[src/rtl/mux_rr_arbiter_pkg.sv]
// Shared helpers for the round-robin mux arbiter: rotating find-first search
// and the requester-count legality check used at elaboration.
package mux_rr_arbiter_pkg;

    // Widest requester vector the find-first search handles.
    localparam int RR_MAX = 64;

    // Returns true when r is a power of two, at least 2, and within RR_MAX.
    function automatic bit rr_r_legal(input int r);
        return (r >= 2) && (r <= RR_MAX) && ((r & (r - 1)) == 0);
    endfunction

    // Rotate the valid vector so ptr sits at bit 0, priority-encode the lowest
    // set bit, then un-rotate back to a requester index. Returns -1 if none.
    function automatic int rr_find_first(input logic [RR_MAX-1:0] valid,
                                         input int                ptr,
                                         input int                r);
        logic [RR_MAX-1:0] rot;
        int                hit;
        rot = '0;
        for (int i = 0; i < RR_MAX; i++) begin
            if (i < r) rot[i] = valid[(i + ptr) % r];
        end
        hit = -1;
        for (int i = RR_MAX - 1; i >= 0; i--) begin
            if (rot[i]) hit = i;
        end
        return (hit < 0) ? -1 : (hit + ptr) % r;
    endfunction

endpackage

[src/rtl/mux_rr_tree.sv]
// Combinational binary tree of 2:1 select cells picking one of R lanes.
// Latency: 0 cycles. Backpressure: none, pure datapath.
// Select bit k drives tree level k, with bit 0 at the leaf level.
module mux_rr_tree #(
    parameter int N = 8,
    parameter int R = 4
) (
    input  logic [R*N-1:0]       leaf_data,
    input  logic [$clog2(R)-1:0] sel,
    output logic [N-1:0]         mux_data
);
    localparam int GW = $clog2(R);

    // Heap layout: node 1 is the root, leaves sit at R .. 2R-1.
    logic [N-1:0] node [1:2*R-1];

    for (genvar i = 0; i < R; i++) begin : g_leaf
        assign node[R+i] = leaf_data[i*N +: N];
    end

    for (genvar j = 1; j < R; j++) begin : g_cell
        localparam int DEPTH = $clog2(j + 1) - 1;
        logic [N-1:0] a;
        logic [N-1:0] b;
        assign a = node[2*j];
        assign b = node[2*j+1];
        // One AND per bit: O = ((A^B)&S)^A.
        assign node[j] = ((a ^ b) & {N{sel[GW-1-DEPTH]}}) ^ a;
    end

    assign mux_data = node[1];

endmodule

[src/rtl/mux_rr_arbiter.sv]
// Round-robin arbiter sharing one N-bit mux-tree datapath among R valid/ready requesters.
// Latency: 1 cycle accept-to-out_valid; full throughput, output refills while draining.
// Backpressure: out_ready low freezes the output register and zeroes all req_ready.
// Optional burst lock via MUX_RR_ARBITER_BURST_LOCK_EN (adds req_last).
module mux_rr_arbiter
    import mux_rr_arbiter_pkg::*;
#(
    parameter int N = 8,
    parameter int R = 4
) (
    input  logic                 clk,
    input  logic                 rst,
    input  logic [R-1:0]         req_valid,
    input  logic [R*N-1:0]       req_data,
`ifdef MUX_RR_ARBITER_BURST_LOCK_EN
    input  logic [R-1:0]         req_last,
`endif
    output logic [R-1:0]         req_ready,
    output logic                 out_valid,
    output logic [N-1:0]         out_data,
    output logic [$clog2(R)-1:0] out_grant,
    input  logic                 out_ready
);
    localparam int GW = $clog2(R);

    if (!rr_r_legal(R)) begin : g_bad_r
        $error("mux_rr_arbiter: R must be a power of two between 2 and RR_MAX");
    end

    logic [GW-1:0] rr_ptr;
    logic [GW-1:0] win_idx;
    logic          win_vld;
    logic          can_accept;
    logic          accept;
    logic [N-1:0]  tree_data;
    int            pick;

`ifdef MUX_RR_ARBITER_BURST_LOCK_EN
    logic          lock;
    logic [GW-1:0] locked_id;
`endif

    assign can_accept = !out_valid || out_ready;

    always_comb begin
        win_vld = 1'b0;
        win_idx = '0;
        pick    = rr_find_first(RR_MAX'(req_valid), int'(rr_ptr), R);
        if (pick >= 0) begin
            win_vld = 1'b1;
            win_idx = GW'(pick);
        end
`ifdef MUX_RR_ARBITER_BURST_LOCK_EN
        // A locked burst owner wins outright; if it drops valid nobody is granted.
        if (lock) begin
            win_vld = req_valid[locked_id];
            win_idx = locked_id;
        end
`endif
    end

    // Gating with rst keeps req_ready low for the whole reset window.
    assign accept = win_vld && can_accept && rst;

    always_comb begin
        req_ready = '0;
        if (accept) req_ready[win_idx] = 1'b1;
    end

    mux_rr_tree #(
        .N (N),
        .R (R)
    ) u_tree (
        .leaf_data (req_data),
        .sel       (win_idx),
        .mux_data  (tree_data)
    );

    always_ff @(posedge clk or negedge rst) begin
        if (!rst) begin
            out_valid <= 1'b0;
            out_data  <= '0;
            out_grant <= '0;
            rr_ptr    <= '0;
        end else if (accept) begin
            out_valid <= 1'b1;
            out_data  <= tree_data;
            out_grant <= win_idx;
`ifdef MUX_RR_ARBITER_BURST_LOCK_EN
            if (req_last[win_idx]) rr_ptr <= win_idx + 1'b1;
`else
            rr_ptr    <= win_idx + 1'b1;
`endif
        end else if (out_ready) begin
            out_valid <= 1'b0;
        end
    end

`ifdef MUX_RR_ARBITER_BURST_LOCK_EN
    always_ff @(posedge clk or negedge rst) begin
        if (!rst) begin
            lock      <= 1'b0;
            locked_id <= '0;
        end else if (accept) begin
            lock      <= !req_last[win_idx];
            locked_id <= win_idx;
        end
    end
`endif

endmodule

[config.mk]
export PLATFORM = sky130hd
export DESIGN_NAME = mux_rr_arbiter
export DESIGN_NICKNAME = d
export VERILOG_FILES = /design/src/rtl/mux_rr_arbiter_pkg.sv /design/src/rtl/mux_rr_tree.sv /design/src/rtl/mux_rr_arbiter.sv
export SDC_FILE = /design/constraint.sdc
export NUM_CORES = 1
export LEC_CHECK = 0
export ABC_AREA = 1
export CAP_MARGIN = 20
export CORE_UTILIZATION = 37
export CTS_CLUSTER_SIZE = 10
export DETAILED_ROUTE_END_ITERATION = 6
export PLACE_DENSITY = 0.82
export SYNTH_ARGS = -nofsm -noshare
export SYNTH_HDL_FRONTEND = slang
export SYNTH_SLANG_ARGS = --single-unit
[constraint.sdc]
create_clock -name clk -period 2.48 [get_ports clk]
set_input_delay 0.372 -clock clk [delete_from_list [all_inputs] [get_ports clk]]
set_output_delay 0.372 -clock clk [all_outputs]
set_load 0.01 [all_outputs]
Word level (Yosys, flattened, before mapping). Index checks and enable logic that the tools add are counted.

Flip-flop bits (word level): 13. Bits in latches: 0. RAM bits: 0. Bits in read-only memories: 0. Input bits: 39. Word-level logic and storage cells: 63. Memories: 0.

Add/subtract/negate cells: 5. $mul: 0. Divide/modulo/power cells: 0. $lt $le $gt $ge: 8. Equality and inequality tests: 0. Shift-type cells: 0. Muxes and demuxes: 23. Bitwise operators: 13. Reductions and logical operators: 10.

Operators with widths (count): $mux W32 (5); $xor A8 B8 Y8 (6); $add A32 B3 Y32 (1); $ge A32 B1 Y1 const B (1); $lt A32 B1 Y1 const B (1); $and A8 B8 Y8 (3); $lt A3 B8 Y1 const B (3); $mux W1 (11); $bmux W1 S3 (3); $reduce_or A2 Y1 (4); $lt A2 B7 Y1 const B (1); $add A2 B2 Y2 const A (2); $mux W4 (1); $and A1 B1 Y1 const A (3); $logic_and A1 B1 Y1 (3); $lt A2 B3 Y1 const B (1); $add A1 B2 Y2 const A (1); $add A2 B1 Y2 const B (1); $bmux W1 S2 (1); $demux W1 S2 (1); $ge A2 B1 Y1 const B (1); $mux W2 (1); $reduce_bool A2 Y1 (1); $and A1 B1 Y1 (1); 2 further kinds (2).

Longest topological paths before layout. Gate-level depths: netlist of run 1.

Depth in word-level cells: 21. Gate-level depth with buffers: 17. Depth with buffers taken out: 16.

Cells and area by module. From an unflattened synthesis of run 1, not the netlist that was laid out.

Cells, all modules: 204. Area, all modules: 1218.7 um^2.

By module, submodules not included: mux_rr_arbiter (instances 1, cells each 110, area an instance 823.3 um^2, seq. area each 325.3 um^2); mux_rr_tree (instances 1, cells each 94, area an instance 395.4 um^2, seq. area each 0.0 um^2).

Worst setup path after synthesis of run 1. No wires, ideal clock.

Path type: flip-flop to output port. From: register rr_ptr[0]. To: output req_ready[2]. Data arrival time: 2.129 ns. Data required time: 2.108 ns. Path slack: -0.021 ns. Stages on the path, launching flop included: 18. Cell sequence: dfrtp_1 inv_2 nand2_1 nand2_1 nand2_1 nand2_1 nand2_1 o21ai_0 ha_1 xnor2_1 inv_1 nand4_1 nand3_1 buf_2 inv_1 ha_1 inv_1 nor2_1.

Word-level cells in the longest chain between the ends: 20.

Ends and longest elaborated chain: from (decl) (line mux_rr_arbiter.sv:30) `logic [GW-1:0] rr_ptr;`; from (signal assigned) (line mux_rr_arbiter.sv:92) `rr_ptr <= win_idx + 1'b1;`; $add A2 B2 Y2 (line mux_rr_arbiter_pkg.sv:22) `if (i < r) rot[i] = valid[(i + ptr) % r];`; $reduce_or A2 Y1 (no source line); $and A1 B1 Y1 (no source line); $bmux W1 S3 (line mux_rr_arbiter_pkg.sv:22); $mux W1 (not written as such) (2 in series) (line mux_rr_arbiter_pkg.sv:22); $mux W32 (3 in series) (line mux_rr_arbiter_pkg.sv:26) `if (rot[i]) hit = i;`; $mux W32 or $add A32 B3 Y32 (tied branches) (line mux_rr_arbiter_pkg.sv:26, mux_rr_arbiter_pkg.sv:28); $add A32 B3 Y32 or $reduce_or A2 Y1 (tied branches); [... 2 more ...]; $ge A32 B1 Y1 (line mux_rr_arbiter.sv:49) `if (pick >= 0) begin`; $mux W2 * (line mux_rr_arbiter.sv:49); net u_tree.sel[1] (line mux_rr_tree.sv:9) `input logic [$clog2(R)-1:0] sel,`; $lt A2 B3 Y1 (not written as such) or $ge A2 B1 Y1 (tied branches) (line mux_rr_arbiter.sv:67) `if (accept) req_ready[win_idx] = 1'b1;`; $logic_and A1 B1 Y1 (not written as such) (line mux_rr_arbiter.sv:67); $mux W1 (not written as such) (line mux_rr_arbiter.sv:67); $demux W1 S2 * (line mux_rr_arbiter.sv:67); $mux W4 * (line mux_rr_arbiter.sv:67); to (decl) (line mux_rr_arbiter.sv:18) `output logic [R-1:0] req_ready,`.

The timed path passes the listed nets; every way through them passes the cells marked *. The select of a mux whose other input is x is not followed.

Worst setup path in the final report of run 1.
From: register rr_ptr[0]. To: output req_ready[3].

The elaborated chain is that of the path after synthesis.

==> load_flow_metrics.sql, run 1 <==
INSERT INTO impl_metrics (metric_group, metric, value, unit) VALUES
('clock_network', 'cts.sinks', '13', ''),
('global_routing', 'number_of_global_route_vias_before_repair', '1306', ''),
('yosys', 'syn_inst', '179', ''),
('floorplan', 'die_width', '57.93', 'um'),
('sta', 'grt_setup_unrepaired', 'true', ''),
('drt', 'drtIter0Drc', '105', ''),
('drt', 'drtAntennaViolNets', '0', ''),
('power_and_ir_drop', 'switchingPower', '1.525', 'mW'),
('floorplan', 'core', '2853', 'sq um'),
('critical_path', 'crit_fanout', '8', ''),
('floorplan', 'io_pins', '54', ''),
('yosys', 'post-synth-top-area-fraction', '28.11', '%'),
('yosys', 'synthMostInstantiatedCell', 'nand2_1', ''),
('sta', 'max_slew_margin', '87.24', '%'),
('place', 'place.port_buffers', '53', ''),
('critical_path', 'cp-start-kind', 'register', ''),
('global_routing', 'groute.usage.overall', '21.51', '%'),
('floorplan', 'initial_core_util', '40.57', '%'),
('sta', 'clock-skew-final', '0.008795', 'ns'),
('drt', 'routedLengthMet1', '1472', 'um'),
('power_and_ir_drop', 'vdd.ir_drop.worst', '650.0', 'uV'),
('critical_path', 'worstSetupEndpointType', 'output port', ''),
('critical_path', 'worstPathRequired', '2.11', 'ns'),
('sta', 'setup_viol', '12', ''),
('yosys', 'mappedNetlistNets', '223', ''),
('finish', 'n_antenna_cell', '0', ''),
('power_and_ir_drop', 'design_internal_power', '1.674', 'mW'),
('drt', 'topRoutingLayerUsed', 'met4', ''),
('drt', 'postRouteWirelength', '3488', 'um'),
('yosys', 'post_synth_num_cell_types', '22', ''),
('place', 'place.detailed.instances', '277', ''),
('clock_network', 'clockBufferDepth', '2', ''),
('critical_path', 'crit_chain', 'inv_4 > nand2_2 > nand2_2 > nand2_2 > nand2_1 > nand2_1 > o21ai_1 > ha_2 > xnor2_2 > inv_1 > nand4_1 > nand3_4 > inv_4 > ha_1 > inv_1 > nor2_1 > buf_2', ''),
('global_routing', 'global_route.overflow_total', '0', ''),
('job', 'max_cap_viol_count', '0', ''),
('power_and_ir_drop', 'comb_power_share', '83.4', '%'),
('sta', 'report.final.slew_viol_count', '0', ''),
('finish', 'finish.net_count', '306', ''),
('sta', 'worst_slack', '-0.2644', 'ns'),
('status', 'failing_checks', 'design-rule violations, negative setup slack', ''),
('finish', 'postLayoutCellArea', '2006', 'sq um'),
('drt', 'detail_route.drc_violations', '3', ''),
('power_and_ir_drop', 'total_leakage_power', '1.040', 'nW'),
('yosys', 'synthArstFlopShare', '100.0', '%'),
('yosys', 'synth_edf_count', '0', ''),
('critical_path', 'critical-path-slowest-cell', 'dfrtp_2', ''),
('finish', 'drive_above_1_share', '28.74', '%'),
('drt', 'wl_per_cell', '11.95', 'um'),
('power_and_ir_drop', 'power.sequential.fraction', '12.6', '%'),
('drt', 'drt-vias-per-instance', '5.024', ''),
('sta', 'hold_violations', '0', ''),
('clock_network', 'cts_tree', 'done', ''),
('yosys', 'syn_avg_cell_area', '6.466', 'sq um'),
('yosys', 'postSynthRegisterBits', '13', ''),
('hold_path', 'worst_hold_path_type', 'reg2reg', ''),
('place', 'place_hpwl', '2385', 'um'),
('status', 'status', 'finished with violations', ''),
('global_routing', 'antenna_found_initial', '0', ''),
('yosys', 'synth_warnings', '0', ''),
('finish', 'final_cell_count_no_fill', '292', ''),
('yosys', 'synthFlopType', 'dfrtp_1', ''),
('sta', 'maxClockFrequency', '364.4', 'MHz'),
('critical_path', 'worst_ep_arrival_time', '2.37', 'ns'),
('power_and_ir_drop', 'ratio_of_total_power_to_cell_area', '1595', 'nW/um^2'),
('yosys', 'synth_top_cells_by_count', '63 x nand2_1, 36 x nand3_1, 18 x inv_1', ''),
('yosys', 'synth_top_cells_by_area', 'dfrtp_1 28%, nand2_1 20%, nand3_1 16%', ''),
('place', 'placement.cell_area', '1837', 'sq um'),
('global_routing', 'grt_max_degree', '21', ''),
('global_routing', 'grt_pass1_wl', '5568', 'um'),
('place', 'finalWeightedCongestion', '0.8117', ''),
('clock_network', 'cts_max_level', '1', '');
-- sequential cells by signal, summed over array words and instances (netlist names) --
signal	cells
out_data	8
out_valid	1
out_grant	2
rr_ptr	2
-- kinds of logic after synthesis --
logic type | count (synthesis) | share of synthesized area, %
buffers and inverters | 28 | 11.57
flip-flops | 13 | 28.11
XOR/XNOR | 1 | 0.7569
AO/OA/AOI/OAI | 6 | 3.136
AND/OR/NAND/NOR | 126 | 51.03
adder cells (fa/ha/maj) | 5 | 5.405
-- per-stage QoR --
step | utilization [%] | setup TNS (ns) | setup slack (ns) | hold WS (ns) | power (mW)
2_1_floorplan | - | 0 | 0.02125 | 0.07641 | 1.745
3_3_place_gp | 64.39 | -2.501 | -0.6468 | 0.4730 | 2.515
3_5_place_dp | 64.39 | -2.900 | -0.7665 | 0.4770 | 2.558
4_1_cts | 68.51 | -0.7642 | -0.2127 | 0.4975 | 3.030
5_1_grt | 70.31 | -4.267 | -0.4035 | 0.5369 | 3.494
6_report | 70.31 | -2.744 | -0.2644 | 0.4954 | 3.198
-- cells in the final DEF (no fill, tap or decap), types with 4 or more instances in the layout --
| cell | instances |
|---|---|
| buf_2 | 4 |
| clkdlybuf4s50_1 | 45 |
| nand2_1 | 51 |
| or2_2 | 4 |
| nand2_4 | 4 |
| inv_1 | 16 |
| nor2_1 | 6 |
| buf_4 | 33 |
| nand3_1 | 34 |
| nand4_1 | 10 |
| dfrtp_1 | 11 |
| nand2_2 | 12 |
-- layer usage --
layer  up-vias  GRT usage (%)
met5         -              0
met4         0          8.503
met3         4          4.241
met2        60          36.62
met1       661          26.72
li1        742              -
-- critical path, delay by kind of cell, from the launching register on --
family                   cells  cell delay [ns]
buffers and inverters        5             0.44
AO/OA/AOI/OAI                1             0.08
flip-flops                   1             0.48
adder cells (fa/ha/maj)      2             0.35
AND/OR/NAND/NOR              8             0.63
XOR/XNOR                     1             0.13
-- power by group through the flow --
| stage | Clock (mW) | Sequential (mW) | Combinational, mW |
|---|---|---|---|
| after floorplan | 0 | 0.419 | 1.33 |
| after global placement | 0 | 0.395 | 2.12 |
| after detailed placement | 0 | 0.394 | 2.16 |
| after CTS | 0.133 | 0.395 | 2.50 |
| after global routing | 0.140 | 0.415 | 2.94 |
| final | 0.129 | 0.403 | 2.67 |
-- layout make-up --
class	count	area [sq um]
Fill cell	251	847.1
Multi-Input combinational cell	138	773.2
Timing Repair Buffer	86	757.0
Sequential cell	13	327.8
Inverter	20	82.58
Tap cell	31	38.79
Clock buffer	4	26.28
-- what timing repair did --
action | CTS | global route
setup buffers | 9 | 2
hold endpoints to repair | 0 | 0
pin swaps | 15 | 6
gates resized for setup | 34 | 12
gates cloned | 0 | 0
endpoints found under the setup margin | 4 | 12
-- path summary, 6_finish.rpt --
| check | from | end | slack [ns] | cells past startpoint |
|---|---|---|---|---|
| worst min-delay path | out_grant[1] | out_grant[1] | 0.50 | 2 |
| max in group asynchronous | rst | rr_ptr[0] | 1.76 | 2 |
| worst max-delay path | rr_ptr[0] | req_ready[3] | -0.26 | 17 |
| worst min register to register | out_grant[1] | out_grant[1] | 0.50 | 2 |
| worst max register to register | rr_ptr[0] | out_data[2] | -0.24 | 21 |
| min in group asynchronous | rst | rr_ptr[1] | 0.53 | 2 |
Note: power is estimated with default switching activity, not from simulation.
==> run 2, diff against run 1 <==
--- a/config.mk
+++ b/config.mk
@@ -8,6 +8,7 @@
 export ABC_AREA = 1
 export CAP_MARGIN = 20
 export CORE_UTILIZATION = 37
+export CTS_BUF_LIST = sky130_fd_sc_hd__clkbuf_16
 export CTS_CLUSTER_SIZE = 10
 export DETAILED_ROUTE_END_ITERATION = 6
 export PLACE_DENSITY = 0.82
==> load_flow_metrics.sql, run 2 (same netlist as run 1, synthesis figures left out) <==
INSERT INTO impl_metrics (metric_group, metric, value, unit) VALUES
('drt', 'drtPass1Iterations', '7', ''),
('status', 'status', 'finished with violations', ''),
('global_routing', 'antenna_found_initial', '0', ''),
('critical_path', 'worstPathRequired', '2.11', 'ns'),
('drt', 'wl_per_cell', '12.19', 'um'),
('floorplan', 'core', '2853', 'sq um'),
('power_and_ir_drop', 'totalPowerFinal', '3.343', 'mW'),
('finish', 'drive_above_1_share', '27.20', '%'),
('critical_path', 'cp-start-kind', 'register', ''),
('sta', 'hold_violations', '0', ''),
('drt', 'drt-vias-per-instance', '5.010', ''),
('place', 'placement.cell_area', '1837', 'sq um'),
('clock_network', 'worstSkewPairLatency', '0.24', 'ns'),
('finish', 'finish.net_count', '306', ''),
('global_routing', 'grt_max_degree', '21', ''),
('finish', 'finish.utilization', '71.62', '%'),
('floorplan', 'io_pins', '54', ''),
('floorplan', 'floorplan.die.height', '57.93', 'um'),
('place', 'place_hpwl', '2385', 'um'),
('clock_network', 'clk_root_buffer_cell', 'clkbuf_16', ''),
('clock_network', 'cts_max_level', '1', ''),
('job', 'max_cap_viol_count', '0', ''),
('sta', 'timing_worst_slew_pin_value', '0.2154', 'ns'),
('finish', 'n_antenna_cell', '0', ''),
('global_routing', 'groute.usage.overall', '22.23', '%'),
('floorplan', 'placement_row_count', '19', ''),
('status', 'failing_checks', 'design-rule violations, negative setup slack', ''),
('drt', 'drtAntennaViolNets', '0', ''),
('drt', 'detail_route.drc_violations', '3', ''),
('hold_path', 'worst_hold_path_type', 'reg2reg', ''),
('finish', 'biggestRegsByFlops', 'out_data x8, out_grant x2, rr_ptr x2', ''),
('power_and_ir_drop', 'netSwitchingFraction', '45.91', '%'),
('place', 'finalWeightedCongestion', '0.8117', ''),
('sta', 'finalHoldWorstSlack', '0.4857', 'ns'),
('finish', 'postLayoutCellArea', '2043', 'sq um'),
('finish', 'largest_reg_flops', '8', ''),
('finish', 'registers.top_by_ff_count', 'out_data', ''),
('power_and_ir_drop', 'ratio_of_total_power_to_cell_area', '1636', 'nW/um^2'),
('finish', 'n_fill_cell', '241', ''),
('critical_path', 'crit_fanout', '8', ''),
('power_and_ir_drop', 'vdd.ir_drop.worst', '699.3', 'uV'),
('sta', 'maxClockFrequency', '371.0', 'MHz'),
('power_and_ir_drop', 'clock_power_share', '9.0', '%'),
('clock_network', 'cts-buffers-inserted', '3', ''),
('floorplan', 'initial_core_util', '40.57', '%'),
('global_routing', 'number_of_global_route_vias_before_repair', '1343', ''),
('power_and_ir_drop', 'total_leakage_power', '1.058', 'nW'),
('sta', 'grt_setup_unrepaired', 'true', ''),
('finish', 'mostFrequentLayoutCells', '53 x nand2_1, 45 x clkdlybuf4s50_1, 35 x nand3_1', ''),
('drt', 'postRouteWirelength', '3559', 'um'),
('power_and_ir_drop', 'switchingPower', '1.535', 'mW'),
('sta', 'worst_slack', '-0.2156', 'ns'),
('clock_network', 'clockBufferDepth', '2', ''),
('clock_network', 'cts.sinks', '13', ''),
('finish', 'syn2layout_area_growth', '76.54', '%'),
('place', 'place.port_buffers', '53', ''),
('critical_path', 'timing.reg2reg.worst_path_depth', '20', ''),
('sta', 'layout_min_cycle_time', '2.696', 'ns'),
('power_and_ir_drop', 'design_internal_power', '1.808', 'mW'),
('global_routing', 'global_route.overflow_total', '0', ''),
('floorplan', 'die_width', '57.93', 'um'),
('drt', 'dr_total_vias', '1463', ''),
('critical_path', 'worst_ep_arrival_time', '2.32', 'ns'),
('sta', 'report.final.slew_viol_count', '0', ''),
('global_routing', 'grt_pass1_wl', '5796', 'um'),
('sta', 'post-route-period-util', '108.7', '%'),
('sta', 'max_slew_margin', '85.64', '%'),
('floorplan', 'die_footprint', '3356', 'sq um'),
('sta', 'setup_viol', '12', ''),
('clock_network', 'cts.reportedPaths.clkPinSlew', '0.04', 'ns'),
('finish', 'final_common_cell', 'nand2_1', ''),
('drt', 'drtIter0Drc', '60', ''),
('power_and_ir_drop', 'power.sequential.fraction', '12.0', '%'),
('sta', 'clock-skew-final', '0.0008587', 'ns'),
('clock_network', 'cts_tree', 'done', ''),
('critical_path', 'timing.setup.critical_path_class', 'reg2out', ''),
('power_and_ir_drop', 'comb_power_share', '79.0', '%'),
('clock_network', 'cts-hold-fix-buffers', '0', ''),
('critical_path', 'worstSetupEndpointType', 'output port', ''),
('hold_path', 'hold-path-cell-count', '2', '');
run 2: cell types whose count changed in the layout (fill, tap and decap cells not counted), sizes merged:
cell / previous run / this run
inv: 20 / 21
clkbuf: 4 / 3
dlymetal6s2s: 1 / 0
dlygate4sd2: 3 / 4
run 2: path summary, 6_finish.rpt:
path	from	end	slack (ns)
worst max-delay path	rr_ptr[0]	req_ready[3]	-0.22
worst min-delay path	out_grant[1]	out_grant[1]	0.49
worst max register to register	rr_ptr[0]	out_data[3]	-0.12
worst min register to register	out_grant[1]	out_grant[1]	0.49
max in group asynchronous	rst	rr_ptr[0]	1.72
min in group asynchronous	rst	rr_ptr[1]	0.58
run 2: worst max-delay path, stage by stage (launching register included):
cell and delay, ns:
dfrtp_2 0.46, inv_4 0.12, nand2_2 0.06, nand2_2 0.08
nand2_2 0.06, nand2_1 0.06, nand2_1 0.05, o21ai_1 0.08
ha_2 0.22, xnor2_2 0.13, inv_1 0.08, nand4_1 0.12
nand3_4 0.12, inv_4 0.08, ha_1 0.13, inv_1 0.03
nor2_1 0.08, buf_2 0.13
run 2: metal layers:
metal / vias to the layer above / track usage [%] / part of all wire (%)
li1: 743 / - / -
met1: 655 / 27.31 / 42
met2: 61 / 39.24 / 50
met3: 4 / 4.464 / 7.1
met4: 0 / 6.463 / 0.87
met5: - / 0 / 0
run 2: what timing repair did:
item                                    CTS  global route
gates resized for setup                  35             7
endpoints found under the setup margin    4            12
setup buffers                            11             0
gates cloned                              0             0
pin swaps                                15             8
run 2: power groups by stage:
stage | clock network [mW] | logic (mW) | registers (mW)
finish | 0.301 | 2.64 | 0.400
global placement | 0 | 2.12 | 0.395
floorplan | 0 | 1.33 | 0.419
detailed placement | 0 | 2.16 | 0.394
global route | 0.308 | 2.92 | 0.413
CTS | 0.302 | 2.53 | 0.396
run 2: per-stage QoR:
| stage | instances | setup TNS [ns] | setup slack, ns |
|---|---|---|---|
| after floorplan | 179 | 0 | 0.02125 |
| after global placement | 277 | -2.501 | -0.6468 |
| after detailed placement | 277 | -2.900 | -0.7665 |
| after CTS | 292 | -0.5548 | -0.1619 |
| after global routing | 292 | -3.291 | -0.3644 |
| final | 292 | -1.509 | -0.2156 |
run 2: final cells by class:
class                      count  area (sq um)  area share, %
clock buffer                   3         75.07          3.674
clock inverter                 1         3.754         0.1837
inverter                      20         82.58          4.042
multi-input combinational    138         763.2          37.35
sequential                    13         326.6          15.98
tap                           31         38.79          1.898
timing repair buffer          86         753.2          36.86
==> run 3, diff against run 2 <==
--- a/config.mk
+++ b/config.mk
@@ -5,13 +5,13 @@
 export SDC_FILE = /design/constraint.sdc
 export NUM_CORES = 1
 export LEC_CHECK = 0
-export ABC_AREA = 1
 export CAP_MARGIN = 20
-export CORE_UTILIZATION = 37
+export CORE_UTILIZATION = 35
 export CTS_BUF_LIST = sky130_fd_sc_hd__clkbuf_16
 export CTS_CLUSTER_SIZE = 10
 export DETAILED_ROUTE_END_ITERATION = 6
 export PLACE_DENSITY = 0.82
+export SETUP_SLACK_MARGIN = 0.4
 export SYNTH_ARGS = -nofsm -noshare
 export SYNTH_HDL_FRONTEND = slang
 export SYNTH_SLANG_ARGS = --single-unit
==> load_flow_metrics.sql, run 3 <==
INSERT INTO impl_metrics (metric_group, metric, value, unit) VALUES
('yosys', 'post_synth_num_cell_types', '29', ''),
('sta', 'maxClockFrequency', '366.5', 'MHz'),
('global_routing', 'number_of_global_route_vias_before_repair', '1242', ''),
('critical_path', 'worstReg2RegStart', 'rr_ptr[0]', ''),
('drt', 'drt-vias-per-instance', '5.498', ''),
('critical_path', 'cp-start-kind', 'register', ''),
('sta', 'max_slew_margin', '72.23', '%'),
('sta', 'timing_worst_slew_pin_value', '0.4152', 'ns'),
('yosys', 'synthFlopType', 'dfrtp_1', ''),
('drt', 'drtIter0Drc', '76', ''),
('drt', 'postRouteWirelength', '3932', 'um'),
('floorplan', 'floorplan.die.height', '55.55', 'um'),
('sta', 'clock-skew-final', '0.004323', 'ns'),
('finish', 'biggestRegsByFlops', 'out_data x8, out_grant x2, rr_ptr x2', ''),
('status', 'failing_checks', 'negative setup slack', ''),
('critical_path', 'timing.reg2reg.worst_path_depth', '8', ''),
('yosys', 'mappedNetlistNets', '147', ''),
('floorplan', 'core', '2734', 'sq um'),
('sta', 'worst_slack', '-0.2488', 'ns'),
('place', 'place.port_buffers', '53', ''),
('hold_path', 'hold_crit_start', 'out_grant[1]', ''),
('clock_network', 'clockBufferDepth', '2', ''),
('finish', 'largest_reg_flops', '8', ''),
('yosys', 'synth_top_cells_by_area', 'dfrtp_1 32%, mux2i_1 10%, a21oi_1 6.5%', ''),
('finish', 'n_antenna_cell', '0', ''),
('power_and_ir_drop', 'vdd.ir_drop.worst', '1359', 'uV'),
('yosys', 'syn_inst', '103', ''),
('yosys', 'syn_area', '1003', 'sq um'),
('hold_path', 'holdPathEnd', 'out_grant[1]', ''),
('clock_network', 'clk_root_buffer_cell', 'clkbuf_16', ''),
('yosys', 'sequential_share_of_the_synthesized_area', '32.42', '%'),
('power_and_ir_drop', 'totalPowerFinal', '3.363', 'mW'),
('finish', 'mostFrequentLayoutCells', '45 x clkdlybuf4s50_1, 20 x buf_4, 12 x dfrtp_1', ''),
('clock_network', 'worstSkewPairLatency', '0.24', 'ns'),
('sta', 'layout_min_cycle_time', '2.729', 'ns'),
('clock_network', 'cts_tree', 'done', ''),
('yosys', 'synth_edf_count', '0', ''),
('job', 'max_cap_viol_count', '0', ''),
('floorplan', 'die_width', '55.55', 'um'),
('yosys', 'netlist.top_cell.by_area', 'dfrtp_1', ''),
('power_and_ir_drop', 'total_leakage_power', '0.8848', 'nW'),
('sta', 'post-route-period-util', '110.0', '%'),
('floorplan', 'placement_row_count', '19', ''),
('global_routing', 'global_route.overflow_total', '0', ''),
('place', 'place_hpwl', '2473', 'um'),
('finish', 'finish.net_count', '225', ''),
('critical_path', 'timing.rr.end', 'out_data[0]', ''),
('yosys', 'syn_avg_cell_area', '9.742', 'sq um'),
('floorplan', 'io_pins', '54', ''),
('place', 'placement.cell_area', '1682', 'sq um'),
('critical_path', 'reg2reg_slack', '0.04', 'ns'),
('drt', 'dr_total_vias', '1160', ''),
('finish', 'drive_above_1_share', '43.89', '%'),
('clock_network', 'cts.sinks', '13', ''),
('critical_path', 'worst_ep_arrival_time', '2.36', 'ns'),
('yosys', 'synthArstFlopShare', '100.0', '%'),
('power_and_ir_drop', 'ratio_of_total_power_to_cell_area', '1632', 'nW/um^2'),
('hold_path', 'hold-path-cell-count', '1', ''),
('drt', 'detail_route.drc_violations', '0', ''),
('critical_path', 'worstSetupEndpointType', 'output port', ''),
('global_routing', 'groute.usage.overall', '26.73', '%'),
('place', 'place_ws', '-0.7950', 'ns'),
('status', 'status', 'finished with violations', ''),
('finish', 'syn2layout_area_growth', '105.4', '%'),
('sta', 'report.final.slew_viol_count', '0', ''),
('global_routing', 'grt_max_degree', '17', ''),
('place', 'finalWeightedCongestion', '0.8143', ''),
('drt', 'wl_per_cell', '18.64', 'um'),
('sta', 'grt_setup_unrepaired', 'true', ''),
('sta', 'hold_violations', '0', ''),
('finish', 'finish.utilization', '75.38', '%'),
('clock_network', 'cts-buffers-inserted', '3', ''),
('place', 'place.detailed.instances', '198', ''),
('finish', 'registers.top_by_ff_count', 'out_data', ''),
('yosys', 'synth_warnings', '0', ''),
('sta', 'setup_viol', '4', ''),
('yosys', 'synth_top_cells_by_count', '13 x a21oi_1, 13 x dfrtp_1, 11 x nand2_1', ''),
('global_routing', 'antenna_found_initial', '0', ''),
('yosys', 'postSynthRegisterBits', '13', ''),
('clock_network', 'cts.reportedPaths.clkPinSlew', '0.05', 'ns'),
('finish', 'postLayoutCellArea', '2061', 'sq um'),
('floorplan', 'die_footprint', '3085', 'sq um'),
('global_routing', 'grt_pass1_wl', '6210', 'um'),
('hold_path', 'worst_hold_path_type', 'reg2reg', ''),
('critical_path', 'crit_fanout', '7', ''),
('floorplan', 'initial_core_util', '36.70', '%'),
('critical_path', 'worstPathRequired', '2.11', 'ns'),
('finish', 'final_cell_count_no_fill', '211', ''),
('finish', 'final_common_cell', 'clkdlybuf4s50_1', ''),
('clock_network', 'cts_max_level', '1', ''),
('critical_path', 'timing.setup.critical_path_class', 'reg2out', ''),
('yosys', 'post-synth-top-area-fraction', '32.42', '%'),
('drt', 'drtPass1Iterations', '4', ''),
('drt', 'drtAntennaViolNets', '0', '');
[run 3: cell count changes in the layout (fill, tap and decap cells not counted), sizes merged, moves of 3 or more]
cell   change
o22ai      +4
buf        -8
and2       +4
inv       -17
mux2i     +10
nand4     -10
nand2     -56
nand3     -28
or2        -4
a21oi     +13
nor2       -3
[run 3: metrics by stage]
stage	TNS [ns]	hold slack, ns
after floorplan	0	0.07641
after global placement	-3.792	0.4643
after detailed placement	-4.837	0.4786
after CTS	-0.5166	0.4882
after global routing	-1.135	0.5139
final	-0.8054	0.4882
[run 3: what timing repair did]
| item | CTS | global route |
|---|---|---|
| gates cloned | 1 | 0 |
| hold buffers | 0 | 0 |
| resized for setup | 58 | 20 |
| pin swaps | 11 | 4 |
| setup buffers | 8 | 0 |
| setup endpoints to repair | 16 | 15 |
[run 3: where the power goes]
group	switching, mW	total [mW]	leakage, nW	internal [mW]
registers	0.0865	0.405	0.155	0.318
clock network	0.0924	0.305	0.0423	0.213
logic	1.16	2.65	0.688	1.49
total	1.34	3.36	0.885	2.02
[run 3: routing by layer]
layer	global-route usage, %	routed length, um	vias to the layer above
met5	0	0	-
met1	29.60	1526	566
met4	8.214	75	0
met3	5.855	236	11
met2	50.26	2094	55
li1	-	-	528
[run 3: cell families (layout without fill, tap and decap cells)]
group	Yosys count	after routing	synth area share, %
compound gates	27	27	17.58
xor+xnor	2	2	1.746
fa+ha+maj	5	5	6.234
buf+inv	9	86	6.358
flops	13	13	32.42
mux	14	14	18.20
simple gates	33	33	17.46
[run 3: worst max-delay path by stage]
stage,slack [ns],depth (start not counted),startpoint,endpoint
2_1_floorplan,0.17,10,rr_ptr[0],req_ready[1]
3_3_place_gp,-0.67,12,req_valid[3],req_ready[1]
3_5_place_dp,-0.80,12,req_valid[3],req_ready[0]
4_1_cts,-0.16,11,rr_ptr[0],req_ready[0]
5_1_grt,-0.31,12,rr_ptr[0],req_ready[0]
6_report,-0.25,12,rr_ptr[0],req_ready[0]
[run 3: cell type report]
cell class | count | area, sq um
Fill cell | 163 | 673.1
Inverter | 3 | 16.27
Tap cell | 31 | 38.79
Sequential cell | 13 | 326.6
Clock inverter | 1 | 3.754
Multi-Input combinational cell | 81 | 818.3
Timing Repair Buffer | 79 | 782.0
Clock buffer | 3 | 75.07
[run 3: worst max-delay path: stages (launching register included)]
cell      delay [ns]
dfrtp_2         0.42
nor2_1          0.08
a211oi_2        0.27
o21ai_2         0.11
ha_4            0.17
xnor2_2         0.14
xnor2_2         0.15
nor2b_2         0.20
buf_6           0.14
inv_6           0.04
ha_4            0.14
and2_4          0.13
buf_6           0.11
